## src/rtl/hazard_ctrl_unit_if.sv

```systemverilog
// rtl/hazard_ctrl_unit_if.sv - pipeline-to-hazard-unit signal bundle
interface hazard_ctrl_unit_if #(
  parameter int CNT_W = 16
);
  logic [4:0]       Rs1D, Rs2D, Rs1E, Rs2E;
  logic [4:0]       RdE, RdM, RdW;
  logic [1:0]       resultSrcE;
  logic             regWriteM, regWriteW;
  logic             pcSrcE;
  logic             memReqM, memReadyM;
  logic             stallF, stallD, stallE, stallM;
  logic             flushD, flushE, flushW;
  logic [1:0]       forwardAE, forwardBE;
  logic             memErr;
  logic [CNT_W-1:0] stallCnt, flushCnt;

  modport master (
    output Rs1D, Rs2D, Rs1E, Rs2E, RdE, RdM, RdW, resultSrcE,
           regWriteM, regWriteW, pcSrcE, memReqM, memReadyM,
    input  stallF, stallD, stallE, stallM, flushD, flushE, flushW,
           forwardAE, forwardBE, memErr, stallCnt, flushCnt
  );

  modport slave (
    input  Rs1D, Rs2D, Rs1E, Rs2E, RdE, RdM, RdW, resultSrcE,
           regWriteM, regWriteW, pcSrcE, memReqM, memReadyM,
    output stallF, stallD, stallE, stallM, flushD, flushE, flushW,
           forwardAE, forwardBE, memErr, stallCnt, flushCnt
  );
endinterface

```

## src/rtl/hazard_ctrl_unit.sv

```systemverilog
// rtl/hazard_ctrl_unit.sv - pipeline stall/flush/forward control with memory-wait timeout
module hazard_ctrl_unit #(
  parameter int TIMEOUT = 16,
  parameter int CNT_W   = 16
) (
  input  logic            clk,
  input  logic            rst,
  hazard_ctrl_unit_if.slave hz
);

  localparam int WC_W = $clog2(TIMEOUT + 1);

  typedef enum logic [1:0] {
    RUN      = 2'd0,
    MEM_WAIT = 2'd1,
    ERR      = 2'd2
  } state_t;

  state_t           state, state_nxt;
  logic [WC_W-1:0]  wait_cnt, wait_cnt_nxt;
  logic             mem_err;
  logic [CNT_W-1:0] stall_cnt, flush_cnt;

  logic             lw_stall, mem_stall;
  logic             stall_f, stall_d, stall_e, stall_m;
  logic             flush_d, flush_e, flush_w;
  logic [1:0]       fwd_a, fwd_b;

  // M-stage result is younger than W, so it wins when both match
  always_comb begin
    fwd_a = 2'b00;
    fwd_b = 2'b00;
    if (!rst) begin
      if (hz.regWriteM && hz.RdM != 5'd0 && hz.RdM == hz.Rs1E)
        fwd_a = 2'b10;
      else if (hz.regWriteW && hz.RdW != 5'd0 && hz.RdW == hz.Rs1E)
        fwd_a = 2'b01;
      if (hz.regWriteM && hz.RdM != 5'd0 && hz.RdM == hz.Rs2E)
        fwd_b = 2'b10;
      else if (hz.regWriteW && hz.RdW != 5'd0 && hz.RdW == hz.Rs2E)
        fwd_b = 2'b01;
    end
  end

  assign lw_stall  = (hz.resultSrcE == 2'b01) && (hz.RdE != 5'd0) &&
                     ((hz.RdE == hz.Rs1D) || (hz.RdE == hz.Rs2D));
  assign mem_stall = (state == MEM_WAIT) || (state == ERR) ||
                     ((state == RUN) && hz.memReqM && !hz.memReadyM);

  always_comb begin
    state_nxt    = state;
    wait_cnt_nxt = wait_cnt;
    case (state)
      RUN: begin
        if (hz.memReqM && !hz.memReadyM) begin
          state_nxt    = MEM_WAIT;
          wait_cnt_nxt = WC_W'(1);
        end
      end
      MEM_WAIT: begin
        if (hz.memReadyM) begin
          state_nxt    = RUN;
          wait_cnt_nxt = '0;
        end else if (wait_cnt == WC_W'(TIMEOUT - 1)) begin
          state_nxt    = ERR;
        end else begin
          wait_cnt_nxt = wait_cnt + WC_W'(1);
        end
      end
      ERR:     state_nxt = ERR;
      default: begin
        state_nxt    = RUN;
        wait_cnt_nxt = '0;
      end
    endcase
  end

  // A memory wait freezes the whole pipe and bubbles W; lw/branch only matter otherwise
  always_comb begin
    stall_f = 1'b0;
    stall_d = 1'b0;
    stall_e = 1'b0;
    stall_m = 1'b0;
    flush_d = 1'b0;
    flush_e = 1'b0;
    flush_w = 1'b0;
    if (!rst) begin
      if (mem_stall) begin
        stall_f = 1'b1;
        stall_d = 1'b1;
        stall_e = 1'b1;
        stall_m = 1'b1;
        flush_w = 1'b1;
      end else begin
        stall_f = lw_stall;
        stall_d = lw_stall;
        flush_e = lw_stall | hz.pcSrcE;
        flush_d = hz.pcSrcE;
      end
    end
  end

  always_ff @(posedge clk or posedge rst) begin
    if (rst) begin
      state     <= RUN;
      wait_cnt  <= '0;
      mem_err   <= 1'b0;
      stall_cnt <= '0;
      flush_cnt <= '0;
    end else begin
      state    <= state_nxt;
      wait_cnt <= wait_cnt_nxt;
      mem_err  <= mem_err | (state_nxt == ERR);
      if (stall_f && stall_cnt != {CNT_W{1'b1}})
        stall_cnt <= stall_cnt + CNT_W'(1);
      if (flush_e && flush_cnt != {CNT_W{1'b1}})
        flush_cnt <= flush_cnt + CNT_W'(1);
    end
  end

  assign hz.stallF    = stall_f;
  assign hz.stallD    = stall_d;
  assign hz.stallE    = stall_e;
  assign hz.stallM    = stall_m;
  assign hz.flushD    = flush_d;
  assign hz.flushE    = flush_e;
  assign hz.flushW    = flush_w;
  assign hz.forwardAE = fwd_a;
  assign hz.forwardBE = fwd_b;
  assign hz.memErr    = mem_err;
  assign hz.stallCnt  = stall_cnt;
  assign hz.flushCnt  = flush_cnt;

endmodule
```

## src/flat_wrapper.sv

```systemverilog
// flat-port wrapper written by rule: the top's interface ports become plain ports
module hazard_ctrl_unit_flat 
#(
  parameter int TIMEOUT = 16,
  parameter int CNT_W   = 16
)
  (clk, rst, hz_Rs1D, hz_Rs2D, hz_Rs1E, hz_Rs2E, hz_RdE, hz_RdM, hz_RdW, hz_resultSrcE, hz_regWriteM, hz_regWriteW, hz_pcSrcE, hz_memReqM, hz_memReadyM, hz_stallF, hz_stallD, hz_stallE, hz_stallM, hz_flushD, hz_flushE, hz_flushW, hz_forwardAE, hz_forwardBE, hz_memErr, hz_stallCnt, hz_flushCnt);
  hazard_ctrl_unit_if #(.CNT_W(CNT_W)) hz_i ();
  input  logic clk;
  input  logic rst;
  input wire logic [$bits(hz_i.Rs1D)-1:0] hz_Rs1D;
  input wire logic [$bits(hz_i.Rs2D)-1:0] hz_Rs2D;
  input wire logic [$bits(hz_i.Rs1E)-1:0] hz_Rs1E;
  input wire logic [$bits(hz_i.Rs2E)-1:0] hz_Rs2E;
  input wire logic [$bits(hz_i.RdE)-1:0] hz_RdE;
  input wire logic [$bits(hz_i.RdM)-1:0] hz_RdM;
  input wire logic [$bits(hz_i.RdW)-1:0] hz_RdW;
  input wire logic [$bits(hz_i.resultSrcE)-1:0] hz_resultSrcE;
  input wire logic [$bits(hz_i.regWriteM)-1:0] hz_regWriteM;
  input wire logic [$bits(hz_i.regWriteW)-1:0] hz_regWriteW;
  input wire logic [$bits(hz_i.pcSrcE)-1:0] hz_pcSrcE;
  input wire logic [$bits(hz_i.memReqM)-1:0] hz_memReqM;
  input wire logic [$bits(hz_i.memReadyM)-1:0] hz_memReadyM;
  output wire logic [$bits(hz_i.stallF)-1:0] hz_stallF;
  output wire logic [$bits(hz_i.stallD)-1:0] hz_stallD;
  output wire logic [$bits(hz_i.stallE)-1:0] hz_stallE;
  output wire logic [$bits(hz_i.stallM)-1:0] hz_stallM;
  output wire logic [$bits(hz_i.flushD)-1:0] hz_flushD;
  output wire logic [$bits(hz_i.flushE)-1:0] hz_flushE;
  output wire logic [$bits(hz_i.flushW)-1:0] hz_flushW;
  output wire logic [$bits(hz_i.forwardAE)-1:0] hz_forwardAE;
  output wire logic [$bits(hz_i.forwardBE)-1:0] hz_forwardBE;
  output wire logic [$bits(hz_i.memErr)-1:0] hz_memErr;
  output wire logic [$bits(hz_i.stallCnt)-1:0] hz_stallCnt;
  output wire logic [$bits(hz_i.flushCnt)-1:0] hz_flushCnt;
  assign hz_i.Rs1D = hz_Rs1D;
  assign hz_i.Rs2D = hz_Rs2D;
  assign hz_i.Rs1E = hz_Rs1E;
  assign hz_i.Rs2E = hz_Rs2E;
  assign hz_i.RdE = hz_RdE;
  assign hz_i.RdM = hz_RdM;
  assign hz_i.RdW = hz_RdW;
  assign hz_i.resultSrcE = hz_resultSrcE;
  assign hz_i.regWriteM = hz_regWriteM;
  assign hz_i.regWriteW = hz_regWriteW;
  assign hz_i.pcSrcE = hz_pcSrcE;
  assign hz_i.memReqM = hz_memReqM;
  assign hz_i.memReadyM = hz_memReadyM;
  assign hz_stallF = hz_i.stallF;
  assign hz_stallD = hz_i.stallD;
  assign hz_stallE = hz_i.stallE;
  assign hz_stallM = hz_i.stallM;
  assign hz_flushD = hz_i.flushD;
  assign hz_flushE = hz_i.flushE;
  assign hz_flushW = hz_i.flushW;
  assign hz_forwardAE = hz_i.forwardAE;
  assign hz_forwardBE = hz_i.forwardBE;
  assign hz_memErr = hz_i.memErr;
  assign hz_stallCnt = hz_i.stallCnt;
  assign hz_flushCnt = hz_i.flushCnt;
  hazard_ctrl_unit #(.TIMEOUT(TIMEOUT), .CNT_W(CNT_W)) u_core (.clk(clk), .rst(rst), .hz(hz_i));
endmodule
```

## config.mk

```make
export PLATFORM = sky130hd
export DESIGN_NAME = hazard_ctrl_unit_flat
export DESIGN_NICKNAME = d
export VERILOG_FILES = /design/src/rtl/hazard_ctrl_unit_if.sv /design/src/rtl/hazard_ctrl_unit.sv /design/src/flat_wrapper.sv
export SDC_FILE = /design/constraint.sdc
export NUM_CORES = 1
export LEC_CHECK = 0
export BUFFER_PORTS_ARGS = -buffer_cell sky130_fd_sc_hd__buf_4
export CAP_MARGIN = 0
export CORE_MARGIN = 3
export CORE_UTILIZATION = 35
export DETAILED_ROUTE_END_ITERATION = 8
export GPL_ROUTABILITY_DRIVEN = 0
export PLACE_DENSITY = 0.59
export SYNTH_ARGS = -nofsm -noshare
export SYNTH_HDL_FRONTEND = slang
export SYNTH_SLANG_ARGS = --single-unit
```

## constraint.sdc

```tcl
create_clock -name clk -period 2.13 [get_ports clk]
set_input_delay 0.213 -clock clk [delete_from_list [all_inputs] [get_ports clk]]
set_output_delay 0.213 -clock clk [all_outputs]
set_load 0.01 [all_outputs]
```

==> results.sh <==
export IMPL_drv_cap=0
export IMPL_slew_viol_final=0
export IMPL_end_kind="output port"
export IMPL_yosysMostFrequentCell="dfrtp_1"
export IMPL_drt_iter0_markers=64
export IMPL_die_h_um=90.7
export IMPL_yosys_mux_area_fraction=0.00896
export IMPL_hp_class="input pin to asynchronous set/reset pin"
export IMPL_routed_via_density=4.89
export IMPL_grt_pass1_vias=2259
export IMPL_drtPass1Iterations=4
export IMPL_slew_headroom=0.656
export IMPL_dieArea_um2=8230
export IMPL_synth_nets=310
export IMPL_antenna_found_initial=0
export IMPL_vias=2236
export IMPL_setup_tns_ps=0
export IMPL_design_core_area_um2=6870
export IMPL_period_minus_slack_ps=2020
export IMPL_synth_top_cell_area_share=0.398
export IMPL_ys_flop_type="dfrtp_1"
export IMPL_required_ps=1920
export IMPL_grt_pass1_wl_mm=10.8
export IMPL_root_buffer="clkbuf_8"
export IMPL_period_share=0.948
export IMPL_dpl_hpwl_mm=5.08
export IMPL_fin_worst_skew_ps=11.9
export IMPL_die_w_um=90.7
export IMPL_drcViolationCount=0
export IMPL_antenna_left=0
export IMPL_synth_compound_area_share=0.0916
export IMPL_crit_path_start_kind="flip-flop"
export IMPL_cts_buffer_depth=2
export IMPL_drive_above_1_share=0.341
export IMPL_power_mw=2.48
export IMPL_syn_area_per_cell_um2=9.74
export IMPL_cts_buffers=5
export IMPL_areaGrowthSynthToFinish_pct=37.6
export IMPL_final_design_area_no_fill_um2=3460
export IMPL_antenna_cells=0
export IMPL_clock_fmax_mhz=495
export IMPL_placed_area_um2=3330
export IMPL_tightest_slew_ps=515
export IMPL_synth_edf_count=0
export IMPL_clkLatencyLatePin_ps=300
export IMPL_netlist_area_um2=2510
export IMPL_clock_sinks=40
export IMPL_io_buffers=87
export IMPL_finalSetupViolations=0
export IMPL_synth_simple_area_share=0.238
export IMPL_initial_core_util=0.366
export IMPL_synth_async_reset_ratio=1.00
export IMPL_cts_htree_levels=2
export IMPL_worstPathArrival_ps=1810
export IMPL_ys_seq_elements=40
export IMPL_synth_top_family_by_area="simple AND/OR/NAND/NOR gates"
export IMPL_fin_hold_ws_ps=101
export IMPL_synthCells=258
export IMPL_synth_common_cells="40 x dfrtp_1, 34 x xnor2_1, 23 x xor2_1, 19 x nand2_1, 16 x nand3_1"
export IMPL_cts_tree="done"
export IMPL_worstSetupPathType="flip-flop to output port"
export IMPL_postCtsHoldBufs=0
export IMPL_hold_violations=0
export IMPL_clk_pin_slew_ps=90
export IMPL_yosysTopAreaCell="dfrtp_1"
export IMPL_leakagePower_nw=1.65
export IMPL_synthXorXnorAreaFrac=0.199
export IMPL_wl_mm=6.38
export IMPL_cp_max_fo=7
export IMPL_overflow=0
export IMPL_powerDensity_nw_per_um2=718
export IMPL_grt_max_degree=32
export IMPL_rows=30
export IMPL_vdd_drop_max_mv=0.447
export IMPL_seq_area_frac_synth=0.398
export IMPL_ys_top_cells_by_area="dfrtp_1 40%, xnor2_1 12%, xor2_1 8.0%"
export IMPL_grt_usage=0.159
export IMPL_wire_per_inst_um=14.0
export IMPL_synth_cell_types=38
export IMPL_layout_nets=412
export IMPL_synth_fa_ha_area_frac=0.0398
export IMPL_status="finished, final reports clean"
export IMPL_ys_warn_count=0
export IMPL_ios=88
## worst max-delay path, cell delays in order (launching register included)
cell     delay [ps]
dfrtp_1         350
inv_1            60
ha_1            180
and3b_1         200
or2_2           300
o21ai_2         170
a21oi_4          80
buf_4           170
## layout make-up
class / count / area, um2
flip-flops and latches: 40 / 1000
fillers: 658 / 3410
multi-input cells: 205 / 1470
inverters: 9 / 33.8
repair buffers: 99 / 743
clock inverters: 3 / 18.8
well taps: 96 / 120
clock buffers: 5 / 68.8
## per-stage QoR
step           std cells  setup slack [ps]   util
2_1_floorplan        258              30.7      -
3_3_place_gp         447              86.9  0.485
3_5_place_dp         447              43.0  0.485
4_1_cts              456              16.9  0.499
5_1_grt              457             -13.2  0.503
6_report             457               110  0.503
## what timing repair did
action                                  in CTS  in global routing
buffers inserted                             1                  1
resized for setup                            1                  5
endpoints found under the setup margin       1                 13
pin swaps                                    1                  2
hold endpoints to repair                     0                  0
## state kept, by name, indices dropped and copies added (netlist names)
register	flops
u_core.hz.stallCnt	16
u_core.wait_cnt	5
u_core.hz.flushCnt	16
u_core.state	2
u_core.hz.memErr	1
## per-layer routing
layer / track usage / share of wire
met1: 0.207 / 0.46
met2: 0.262 / 0.48
met3: 0.0375 / 0.057
met4: 0.0459 / 0.0075
met5: 0 / 0
## report_power, final
group | switching (mW) | total (mW) | internal (mW) | leakage [nW]
registers | 0.108 | 0.978 | 0.870 | 0.535
clock network | 0.291 | 0.520 | 0.229 | 0.0479
logic | 0.498 | 0.987 | 0.489 | 1.07
## cells in the final DEF, fill, tap and decap left out, drive strengths merged, types with 4 or more instances in the layout
cell,n
a21oi,9
and3,11
and4,6
buf,99
clkbuf,5
dfrtp,40
ha,8
inv,9
nand2,19
nand3,16
nand3b,4
nand4,10
nor2,12
nor3,15
o21ai,9
xnor2,34
xor2,23
## worst paths after layout
check,start,endpoint,slack [ps],cells past startpoint
min in group clk,hz_memReadyM,u_core.wait_cnt[1],270,4
worst min-delay path,rst,u_core.hz.stallCnt[7],100,3
worst max register to register,u_core.state[1],u_core.hz.flushCnt[1],130,8
worst min register to register,u_core.hz.memErr,u_core.hz.memErr,460,1
max in group asynchronous,rst,u_core.hz.flushCnt[11],1600,3
worst max-delay path,u_core.state[1],hz_stallF,110,7
## cells by family (layout without fill, tap and decap cells)
group,Yosys count,count (layout)
muxes,2,2
xor gates and xnor gates,57,57
adders and majority gates,8,8
DFF,40,40
AOI/OAI and AO/OA,32,32
and+or+nand+nor,106,106
buffers and inverters,13,116
(Power assumes the default switching activity.)
